===== config.mk =====
export PLATFORM = sky130hd
export DESIGN_NAME = in_service_control_flat
export DESIGN_NICKNAME = d
export VERILOG_FILES = /design/src/rtl/pic_pkg.sv /design/src/rtl/in_service_control_if.sv /design/src/rtl/highest_in_service.sv /design/src/rtl/in_service_control.sv /design/src/flat_wrapper.sv
export SDC_FILE = /design/constraint.sdc
export NUM_CORES = 1
export LEC_CHECK = 0
export BUFFER_PORTS_ARGS = -buffer_cell sky130_fd_sc_hd__clkbuf_2
export CAP_MARGIN = 20
export CORE_MARGIN = 2
export CORE_UTILIZATION = 28
export DETAILED_ROUTE_END_ITERATION = 7
export GPL_TIMING_DRIVEN = 0
export PLACE_DENSITY_LB_ADDON = 0.12
export SLEW_MARGIN = 0
export SYNTH_ARGS = -nofsm -noshare
export SYNTH_HDL_FRONTEND = slang
export SYNTH_SLANG_ARGS = --single-unit
export TNS_END_PERCENT = 20

===== constraint.sdc =====
create_clock -name clk -period 10.8 [get_ports clk]
set_input_delay 1.08 -clock clk [delete_from_list [all_inputs] [get_ports clk]]
set_output_delay 1.08 -clock clk [all_outputs]
set_load 0.01 [all_outputs]

===== src/rtl/pic_pkg.sv =====
// pic_pkg: shared types and constants for the 8259 in-service control slice.
//   - isc_state_e      : acknowledge-sequence FSM states
//   - OCW2 command codes ({R, SL, EOI})
//   - SPURIOUS_LEVEL   : level reported when no request is present at the first INTA
//   - level_to_onehot / onehot_to_level helpers
package pic_pkg;

   typedef enum logic [2:0] {
      IDLE  = 3'd0,
      REQ   = 3'd1,
      ACK1  = 3'd2,
      WAIT2 = 3'd3,
      ACK2  = 3'd4
   } isc_state_e;

   localparam logic [2:0] EOI_NS       = 3'b001;
   localparam logic [2:0] EOI_SP       = 3'b011;
   localparam logic [2:0] ROT_NS       = 3'b101;
   localparam logic [2:0] ROT_SP       = 3'b111;
   localparam logic [2:0] SET_PRI      = 3'b110;
   localparam logic [2:0] ROT_AEOI_SET = 3'b100;
   localparam logic [2:0] ROT_AEOI_CLR = 3'b000;

   localparam logic [2:0] SPURIOUS_LEVEL = 3'd7;

   function automatic logic [7:0] level_to_onehot(input logic [2:0] level);
      return 8'h01 << level;
   endfunction

   // Lowest set bit wins if the input is not strictly one-hot.
   function automatic logic [2:0] onehot_to_level(input logic [7:0] onehot);
      logic [2:0] lvl;
      lvl = 3'd0;
      for (int i = 7; i >= 0; i--) begin
         if (onehot[i]) begin
            lvl = 3'(i);
         end else begin
            lvl = lvl;
         end
      end
      return lvl;
   endfunction

endpackage


===== src/rtl/in_service_control_if.sv =====
// in_service_control_if: bus between the CPU/resolver side and in_service_control.
//   Inputs to the block : interrupt, inta_n, vector_base, aeoi_mode,
//                         ocw2_valid, ocw2_cmd, ocw2_level
//   Outputs of the block: int_out, in_service_register, priority_rotate,
//                         clear_request, data_out, data_out_en
//   modport master: environment side (drives requests/commands)
//   modport slave : in_service_control side
interface in_service_control_if;
   logic [7:0] interrupt;
   logic       inta_n;
   logic [4:0] vector_base;
   logic       aeoi_mode;
   logic       ocw2_valid;
   logic [2:0] ocw2_cmd;
   logic [2:0] ocw2_level;

   logic       int_out;
   logic [7:0] in_service_register;
   logic [2:0] priority_rotate;
   logic [7:0] clear_request;
   logic [7:0] data_out;
   logic       data_out_en;

   modport master (
      output interrupt, inta_n, vector_base, aeoi_mode,
             ocw2_valid, ocw2_cmd, ocw2_level,
      input  int_out, in_service_register, priority_rotate,
             clear_request, data_out, data_out_en
   );

   modport slave (
      input  interrupt, inta_n, vector_base, aeoi_mode,
             ocw2_valid, ocw2_cmd, ocw2_level,
      output int_out, in_service_register, priority_rotate,
             clear_request, data_out, data_out_en
   );
endinterface


===== src/rtl/highest_in_service.sv =====
// highest_in_service: combinational search of the ISR for the highest-priority
// set bit, starting at priority_rotate and wrapping mod 8.
//   isr             in  8  in-service register
//   priority_rotate in  3  level with highest priority
//   one_hot         out 8  selected bit (zero when none found)
//   level           out 3  selected level (0 when none found)
//   found           out 1  any ISR bit set
module highest_in_service
   import pic_pkg::*;
(
   input  logic [7:0] isr,
   input  logic [2:0] priority_rotate,
   output logic [7:0] one_hot,
   output logic [2:0] level,
   output logic       found
);

   logic [2:0] idx_s;

   // Walk the eight levels in priority order; first set bit is the winner.
   always_comb begin
      one_hot = 8'h00;
      level   = 3'd0;
      found   = 1'b0;
      idx_s   = 3'd0;
      for (int i = 0; i < 8; i++) begin
         idx_s = priority_rotate + 3'(i);
         if (!found && isr[idx_s]) begin
            found = 1'b1;
            level = idx_s;
         end else begin
            found = found;
         end
      end
      if (found) begin
         one_hot = level_to_onehot(level);
      end else begin
         one_hot = 8'h00;
      end
   end

endmodule


===== src/rtl/in_service_control.sv =====
// in_service_control: 8259 INT/INTA sequencing, In-Service Register and OCW2
// EOI/rotation handling (8086 two-pulse acknowledge).
//   clk, reset (sync, active-high) : plain ports
//   bus (in_service_control_if.slave): request, INTA, ICW/OCW2 inputs and the
//       registered INT, ISR, priority_rotate, clear_request, vector outputs.
// Build option: define PIC_AEOI_EN to enable automatic EOI (aeoi_mode) and the
// rotate-in-AEOI set/clear commands; otherwise those inputs/commands are ignored.
module in_service_control
   import pic_pkg::*;
#(
   parameter int INTA_PULSES = 2
)(
   input  logic                    clk,
   input  logic                    reset,
   in_service_control_if.slave     bus
);

   // Only the two-pulse sequence exists; any other value degenerates to one pulse.
   localparam bit TWO_PULSE_C = (INTA_PULSES == 2);

   isc_state_e state_r, state_nxt_s;

   logic       inta_prev_r;
   logic       fall_s, rise_s;
   logic       ack_s, aeoi_done_s, aeoi_active_s, rotate_aeoi_s;
   logic [2:0] ack_level_s;
   logic [7:0] set_s;

   logic [2:0] level_r, level_nxt_s;
   logic [7:0] isr_r, isr_nxt_s;
   logic [2:0] rot_r, rot_nxt_s;
   logic [7:0] clear_r, clear_nxt_s;
   logic [7:0] data_r, data_nxt_s;
   logic       en_r, en_nxt_s;
   logic       int_r, int_nxt_s;

   logic [7:0] ocw_clr_s, aeoi_clr_s;
   logic       ocw_rot_en_s;
   logic [2:0] ocw_rot_s;

   logic [7:0] hs_onehot_s;
   logic [2:0] hs_level_s;
   logic       hs_found_s;

   highest_in_service u_highest (
      .isr             (isr_r),
      .priority_rotate (rot_r),
      .one_hot         (hs_onehot_s),
      .level           (hs_level_s),
      .found           (hs_found_s)
   );

   assign fall_s      = inta_prev_r & ~bus.inta_n;
   assign rise_s      = ~inta_prev_r & bus.inta_n;
   assign ack_s       = (state_r == REQ) && fall_s;
   assign aeoi_done_s = (state_r == ACK2) && rise_s;
   // A request that vanished before the first INTA is acknowledged as spurious.
   assign ack_level_s = (bus.interrupt != 8'h00) ? onehot_to_level(bus.interrupt) : SPURIOUS_LEVEL;
   assign set_s       = (ack_s && (bus.interrupt != 8'h00)) ? level_to_onehot(ack_level_s) : 8'h00;

`ifdef PIC_AEOI_EN
   logic rotate_aeoi_r;

   assign aeoi_active_s = bus.aeoi_mode;
   assign rotate_aeoi_s = rotate_aeoi_r;

   // Rotate-in-AEOI flag, set/cleared by OCW2 100/000.
   always_ff @(posedge clk) begin
      if (reset) begin
         rotate_aeoi_r <= 1'b0;
      end else if (bus.ocw2_valid && (bus.ocw2_cmd == ROT_AEOI_SET)) begin
         rotate_aeoi_r <= 1'b1;
      end else if (bus.ocw2_valid && (bus.ocw2_cmd == ROT_AEOI_CLR)) begin
         rotate_aeoi_r <= 1'b0;
      end else begin
         rotate_aeoi_r <= rotate_aeoi_r;
      end
   end
`else
   logic unused_aeoi_s;

   assign aeoi_active_s = 1'b0;
   assign rotate_aeoi_s = 1'b0;
   assign unused_aeoi_s = bus.aeoi_mode;
`endif

   // FSM state register.
   always_ff @(posedge clk) begin
      if (reset) begin
         state_r <= IDLE;
      end else begin
         state_r <= state_nxt_s;
      end
   end

   // FSM next-state logic.
   always_comb begin
      state_nxt_s = state_r;
      case (state_r)
         IDLE: begin
            if (bus.interrupt != 8'h00) state_nxt_s = REQ;
            else                        state_nxt_s = IDLE;
         end
         REQ: begin
            if (fall_s) state_nxt_s = ACK1;
            else        state_nxt_s = REQ;
         end
         ACK1: begin
            if (rise_s) state_nxt_s = TWO_PULSE_C ? WAIT2 : IDLE;
            else        state_nxt_s = ACK1;
         end
         WAIT2: begin
            if (fall_s) state_nxt_s = ACK2;
            else        state_nxt_s = WAIT2;
         end
         ACK2: begin
            if (rise_s) state_nxt_s = IDLE;
            else        state_nxt_s = ACK2;
         end
         default: state_nxt_s = IDLE;
      endcase
   end

   // OCW2 decode: which ISR bit to clear and whether priority moves.
   always_comb begin
      ocw_clr_s    = 8'h00;
      ocw_rot_en_s = 1'b0;
      ocw_rot_s    = rot_r;
      if (bus.ocw2_valid) begin
         case (bus.ocw2_cmd)
            EOI_NS: ocw_clr_s = hs_onehot_s;
            EOI_SP: ocw_clr_s = level_to_onehot(bus.ocw2_level);
            ROT_NS: begin
               ocw_clr_s = hs_onehot_s;
               if (hs_found_s) begin
                  ocw_rot_en_s = 1'b1;
                  ocw_rot_s    = hs_level_s + 3'd1;
               end else begin
                  ocw_rot_en_s = 1'b0;
               end
            end
            ROT_SP: begin
               ocw_clr_s    = level_to_onehot(bus.ocw2_level);
               ocw_rot_en_s = 1'b1;
               ocw_rot_s    = bus.ocw2_level + 3'd1;
            end
            SET_PRI: begin
               ocw_rot_en_s = 1'b1;
               ocw_rot_s    = bus.ocw2_level + 3'd1;
            end
            default: ocw_clr_s = 8'h00;
         endcase
      end else begin
         ocw_clr_s = 8'h00;
      end
   end

   // Output/next-value logic for every registered output.
   always_comb begin
      int_nxt_s   = (state_nxt_s == REQ);
      clear_nxt_s = set_s;
      level_nxt_s = level_r;
      aeoi_clr_s  = 8'h00;
      rot_nxt_s   = rot_r;

      if (ack_s) level_nxt_s = ack_level_s;
      else       level_nxt_s = level_r;

      if (aeoi_done_s && aeoi_active_s) begin
         aeoi_clr_s = level_to_onehot(level_r);
         if (rotate_aeoi_s) rot_nxt_s = level_r + 3'd1;
         else               rot_nxt_s = rot_r;
      end else begin
         aeoi_clr_s = 8'h00;
      end

      // An explicit OCW2 priority change takes precedence over AEOI rotation.
      if (ocw_rot_en_s) rot_nxt_s = ocw_rot_s;
      else              rot_nxt_s = rot_nxt_s;

      // Clears come from the pre-cycle ISR; a same-cycle acknowledge set wins.
      isr_nxt_s = (isr_r & ~ocw_clr_s & ~aeoi_clr_s) | set_s;

      en_nxt_s = (state_nxt_s == ACK2) && !bus.inta_n;
      if (en_nxt_s) data_nxt_s = {bus.vector_base, level_r};
      else          data_nxt_s = 8'h00;
   end

   // Output and datapath registers, plus the INTA edge-detect history.
   always_ff @(posedge clk) begin
      if (reset) begin
         inta_prev_r <= 1'b1;
         level_r     <= 3'd0;
         isr_r       <= 8'h00;
         rot_r       <= 3'd0;
         clear_r     <= 8'h00;
         data_r      <= 8'h00;
         en_r        <= 1'b0;
         int_r       <= 1'b0;
      end else begin
         inta_prev_r <= bus.inta_n;
         level_r     <= level_nxt_s;
         isr_r       <= isr_nxt_s;
         rot_r       <= rot_nxt_s;
         clear_r     <= clear_nxt_s;
         data_r      <= data_nxt_s;
         en_r        <= en_nxt_s;
         int_r       <= int_nxt_s;
      end
   end

   assign bus.int_out             = int_r;
   assign bus.in_service_register = isr_r;
   assign bus.priority_rotate     = rot_r;
   assign bus.clear_request       = clear_r;
   assign bus.data_out            = data_r;
   assign bus.data_out_en         = en_r;

endmodule

===== src/flat_wrapper.sv =====
// flat-port wrapper written by rule: the top's interface ports become plain ports
module in_service_control_flat import pic_pkg::*;
#(
   parameter int INTA_PULSES = 2
)
  (clk, reset, bus_interrupt, bus_inta_n, bus_vector_base, bus_aeoi_mode, bus_ocw2_valid, bus_ocw2_cmd, bus_ocw2_level, bus_int_out, bus_in_service_register, bus_priority_rotate, bus_clear_request, bus_data_out, bus_data_out_en);
  in_service_control_if bus_i ();
  input  logic clk;
  input  logic reset;
  input wire logic [$bits(bus_i.interrupt)-1:0] bus_interrupt;
  input wire logic [$bits(bus_i.inta_n)-1:0] bus_inta_n;
  input wire logic [$bits(bus_i.vector_base)-1:0] bus_vector_base;
  input wire logic [$bits(bus_i.aeoi_mode)-1:0] bus_aeoi_mode;
  input wire logic [$bits(bus_i.ocw2_valid)-1:0] bus_ocw2_valid;
  input wire logic [$bits(bus_i.ocw2_cmd)-1:0] bus_ocw2_cmd;
  input wire logic [$bits(bus_i.ocw2_level)-1:0] bus_ocw2_level;
  output wire logic [$bits(bus_i.int_out)-1:0] bus_int_out;
  output wire logic [$bits(bus_i.in_service_register)-1:0] bus_in_service_register;
  output wire logic [$bits(bus_i.priority_rotate)-1:0] bus_priority_rotate;
  output wire logic [$bits(bus_i.clear_request)-1:0] bus_clear_request;
  output wire logic [$bits(bus_i.data_out)-1:0] bus_data_out;
  output wire logic [$bits(bus_i.data_out_en)-1:0] bus_data_out_en;
  assign bus_i.interrupt = bus_interrupt;
  assign bus_i.inta_n = bus_inta_n;
  assign bus_i.vector_base = bus_vector_base;
  assign bus_i.aeoi_mode = bus_aeoi_mode;
  assign bus_i.ocw2_valid = bus_ocw2_valid;
  assign bus_i.ocw2_cmd = bus_ocw2_cmd;
  assign bus_i.ocw2_level = bus_ocw2_level;
  assign bus_int_out = bus_i.int_out;
  assign bus_in_service_register = bus_i.in_service_register;
  assign bus_priority_rotate = bus_i.priority_rotate;
  assign bus_clear_request = bus_i.clear_request;
  assign bus_data_out = bus_i.data_out;
  assign bus_data_out_en = bus_i.data_out_en;
  in_service_control #(.INTA_PULSES(INTA_PULSES)) u_core (.clk(clk), .reset(reset), .bus(bus_i));
endmodule

==> load_flow_metrics.sql <==
INSERT INTO impl_metrics (metric_group, metric, value, unit) VALUES
('worst_setup_path', 'crit_path_top_delay_cell', 'sky130_fd_sc_hd__or4_4', ''),
('global_route', 'grt_pass1_vias', '2232', ''),
('global_route', 'largest_net_degree_at_the_start_of_global_routing', '11', ''),
('logic_synthesis', 'yosysTopAreaCellShare', '0.295', ''),
('power_and_ir_drop', 'swShare', '0.299', ''),
('logic_synthesis', 'synth_common_cells', 'sky130_fd_sc_hd__dfxtp_1 (36), sky130_fd_sc_hd__nor2_1 (31), sky130_fd_sc_hd__nand2_1 (20)', ''),
('sta', 'fin_hold_viols', '0', ''),
('power_and_ir_drop', 'p_clk_frac', '0.301', ''),
('worst_setup_path', 'cp_num_buf_inv', '4', ''),
('routing', 'drtIter0Drc', '124', ''),
('worst_hold_path', 'timing.hold.worst.class', 'reg -> reg', ''),
('power_and_ir_drop', 'net_switching_power_figure', '0.0000888', 'W'),
('sta', 'min_period_over_period', '0.406', ''),
('global_route', 'antenna_found_initial', '0', ''),
('routing', 'wirelength', '7.21', 'mm'),
('clocking', 'cts_setup_buffers', '0', ''),
('logic_synthesis', 'synth.yosys.warnings', '0', ''),
('sta', 'timing.setup.tns', '0', 'ns'),
('power_and_ir_drop', 'sequentialPowerShare', '0.471', ''),
('job', 'max_cap_violations', '0', ''),
('power_and_ir_drop', 'p_comb_frac', '0.229', ''),
('logic_synthesis', 'post_syn_area', '0.00244', 'mm²'),
('clocking', 'cts-buffers-inserted', '5', ''),
('clocking', 'h-tree-depth', '2', ''),
('logic_synthesis', 'synth_nets', '304', ''),
('worst_setup_path', 'crit_required', '11.00', 'ns'),
('worst_setup_path', 'slowest_delay', '0.59', 'ns'),
('clocking', 'ctsHoldBuffers', '0', ''),
('global_route', 'gr-total-overflow', '0', ''),
('placed_design', 'finalWeightedCongestion', '0.875', ''),
('sta', 'slew_headroom', '0.524', ''),
('placed_design', 'dp_hpwl', '5.44', 'mm'),
('logic_synthesis', 'yosysMostFrequentCell', 'sky130_fd_sc_hd__dfxtp_1', ''),
('logic_synthesis', 'synth_edf_count', '0', ''),
('die', 'die_span_y', '97.4', 'µm'),
('clocking', 'clkTransAtPathRegs', '0.07', 'ns'),
('logic_synthesis', 'synth-async-reset-ratio', '0', ''),
('clocking', 'clock_tree.buffer_depth', '2', ''),
('logic_synthesis', 'netlist.top_cell.by_area', 'sky130_fd_sc_hd__dfxtp_1', ''),
('sta', 'setup_repair_after_global_routing_missed_its_margin', 'false', ''),
('global_route', 'grt_first_pass_wirelength', '11.4', 'mm'),
('routing', 'remaining_drc_errors', '0', ''),
('die', 'die_area', '0.00949', 'mm²'),
('routing', 'ant_nets', '0', ''),
('worst_setup_path', 'timing.critical_path.fanout_max', '10', ''),
('cells_and_area', 'final_net_count', '361', ''),
('logic_synthesis', 'dominantRegCellSynth', 'sky130_fd_sc_hd__dfxtp_1', ''),
('logic_synthesis', 'netlist_instances', '277', ''),
('cells_and_area', 'fillCellCount', '925', ''),
('logic_synthesis', 'seq_area_frac_synth', '0.295', ''),
('worst_setup_path', 'critical_path.startpoint_type', 'flip-flop', ''),
('clocking', 'ctsRootBufferMaster', 'sky130_fd_sc_hd__clkbuf_8', ''),
('cells_and_area', 'layout.core_utilization', '0.338', ''),
('cells_and_area', 'layout-area-overhead-vs-synth', '18.9', '%'),
('clocking', 'clock_sinks', '36', ''),
('logic_synthesis', 'synth.distinct_cells', '59', ''),
('die', 'io-pin-count', '53', ''),
('sta', 'maxSlewViolCount', '0', ''),
('sta', 'fmaxAchievable', '228', 'MHz'),
('global_route', 'gr-usage-all-layers', '0.148', ''),
('routing', 'total_number_of_vias', '2365', ''),
('cells_and_area', 'layout.cell_area.non_filler', '0.00291', 'mm²'),
('power_and_ir_drop', 'static-leakage-power', '1.20', 'nW'),
('sta', 'worst_clock_skew', '0.00406', 'ns'),
('sta', 'number_of_endpoints_failing_setup_at_the_final_stage', '0', ''),
('die', 'initial_core_util', '0.284', ''),
('outcome', 'status', 'complete, no violations', ''),
('routing', 'routed_wire_length_per_instance', '16.3', 'µm'),
('power_and_ir_drop', 'power_report.internal_total', '0.000209', 'W'),
('logic_synthesis', 'ys_ff_latch', '36', ''),
('power_and_ir_drop', 'vdd.ir_drop.worst', '0.0579', 'mV');
-- cell families after synthesis --
| logic type | Yosys count | share of synthesized area |
|---|---|---|
| xor+xnor | 5 | 0.0179 |
| mux | 34 | 0.203 |
| compound gates | 60 | 0.173 |
| simple gates | 115 | 0.252 |
| buf+inv | 24 | 0.0430 |
| fa+ha+maj | 3 | 0.0154 |
| flops | 36 | 0.295 |
-- layout make-up --
class	count	area, µm²	area share
clock buffer	6	72.6	0.0250
tap	108	135	0.0465
inverter	12	45.0	0.0155
multi-input combinational	217	1620	0.557
clock inverter	1	5.00	0.00172
buffer	12	60.1	0.0207
sequential	36	721	0.248
timing repair buffer	50	250	0.0861
-- metrics by stage --
| stage | cells | setup slack, ns | total power (W) |
|---|---|---|---|
| after floorplan | 277 | 6.95 | 0.000189 |
| after global placement | 435 | 6.43 | 0.000210 |
| after detailed placement | 435 | 6.43 | 0.000210 |
| after CTS | 442 | 6.43 | 0.000301 |
| after global routing | 442 | 6.07 | 0.000313 |
| final | 442 | 6.41 | 0.000297 |
-- sequential cells by signal, summed over array words and instances (netlist names) --
name / cells
u_core.bus.data_out: 8
u_core.level_r: 3
u_core.bus.data_out_en: 1
u_core.bus.in_service_register: 8
u_core.state_r: 3
u_core.bus.int_out: 1
u_core.bus.priority_rotate: 3
u_core.bus.clear_request: 8
u_core.inta_prev_r: 1
-- cells in the final DEF (no fill, tap or decap), types with 3 or more instances in the layout --
cell type and n:
sky130_fd_sc_hd__a31oi_1 6, sky130_fd_sc_hd__nand2_1 20, sky130_fd_sc_hd__clkbuf_1 6, sky130_fd_sc_hd__nand4_1 4, sky130_fd_sc_hd__a21oi_1 17, sky130_fd_sc_hd__o21bai_1 4
sky130_fd_sc_hd__a32oi_1 3, sky130_fd_sc_hd__nand3_1 8, sky130_fd_sc_hd__mux2_2 6, sky130_fd_sc_hd__clkbuf_8 5, sky130_fd_sc_hd__a41o_1 3, sky130_fd_sc_hd__inv_1 10
sky130_fd_sc_hd__or4b_1 3, sky130_fd_sc_hd__clkbuf_2 50, sky130_fd_sc_hd__ha_1 3, sky130_fd_sc_hd__mux4_1 3, sky130_fd_sc_hd__nor3_1 5, sky130_fd_sc_hd__a211oi_1 3
sky130_fd_sc_hd__nor2_1 31, sky130_fd_sc_hd__and2_1 11, sky130_fd_sc_hd__dfxtp_1 36, sky130_fd_sc_hd__nor4_1 7, sky130_fd_sc_hd__mux2i_1 17, sky130_fd_sc_hd__buf_2 6
sky130_fd_sc_hd__xor2_1 3, sky130_fd_sc_hd__mux4_2 8, sky130_fd_sc_hd__nor2b_1 7
-- power groups by stage --
stage                     clock network, W  logic (W)  registers [W]
after floorplan                          0  0.0000462       0.000143
after global placement                   0  0.0000674       0.000143
after CTS                        0.0000936  0.0000678       0.000140
final                            0.0000894  0.0000680       0.000140
after global routing             0.0000984  0.0000744       0.000140
after detailed placement                 0  0.0000674       0.000143
-- layer usage --
| layer | routed length, µm | track usage |
|---|---|---|
| met2 | 3530 | 0.256 |
| met1 | 3330 | 0.193 |
| met4 | 79 | 0.0385 |
| met3 | 274 | 0.0237 |
| met5 | 0 | 0 |
-- final timing paths --
kind / from / end / slack (ns) / cells past startpoint
max: u_core.bus.priority_rotate[0] / u_core.bus.priority_rotate[2] / 6.41 / 16
min: u_core.level_r[2] / u_core.bus.data_out[2] / 0.47 / 1
max reg2reg: u_core.bus.priority_rotate[0] / u_core.bus.priority_rotate[2] / 6.41 / 16
min reg2reg: u_core.level_r[2] / u_core.bus.data_out[2] / 0.47 / 1
Note: power is estimated with default switching activity, not from simulation.
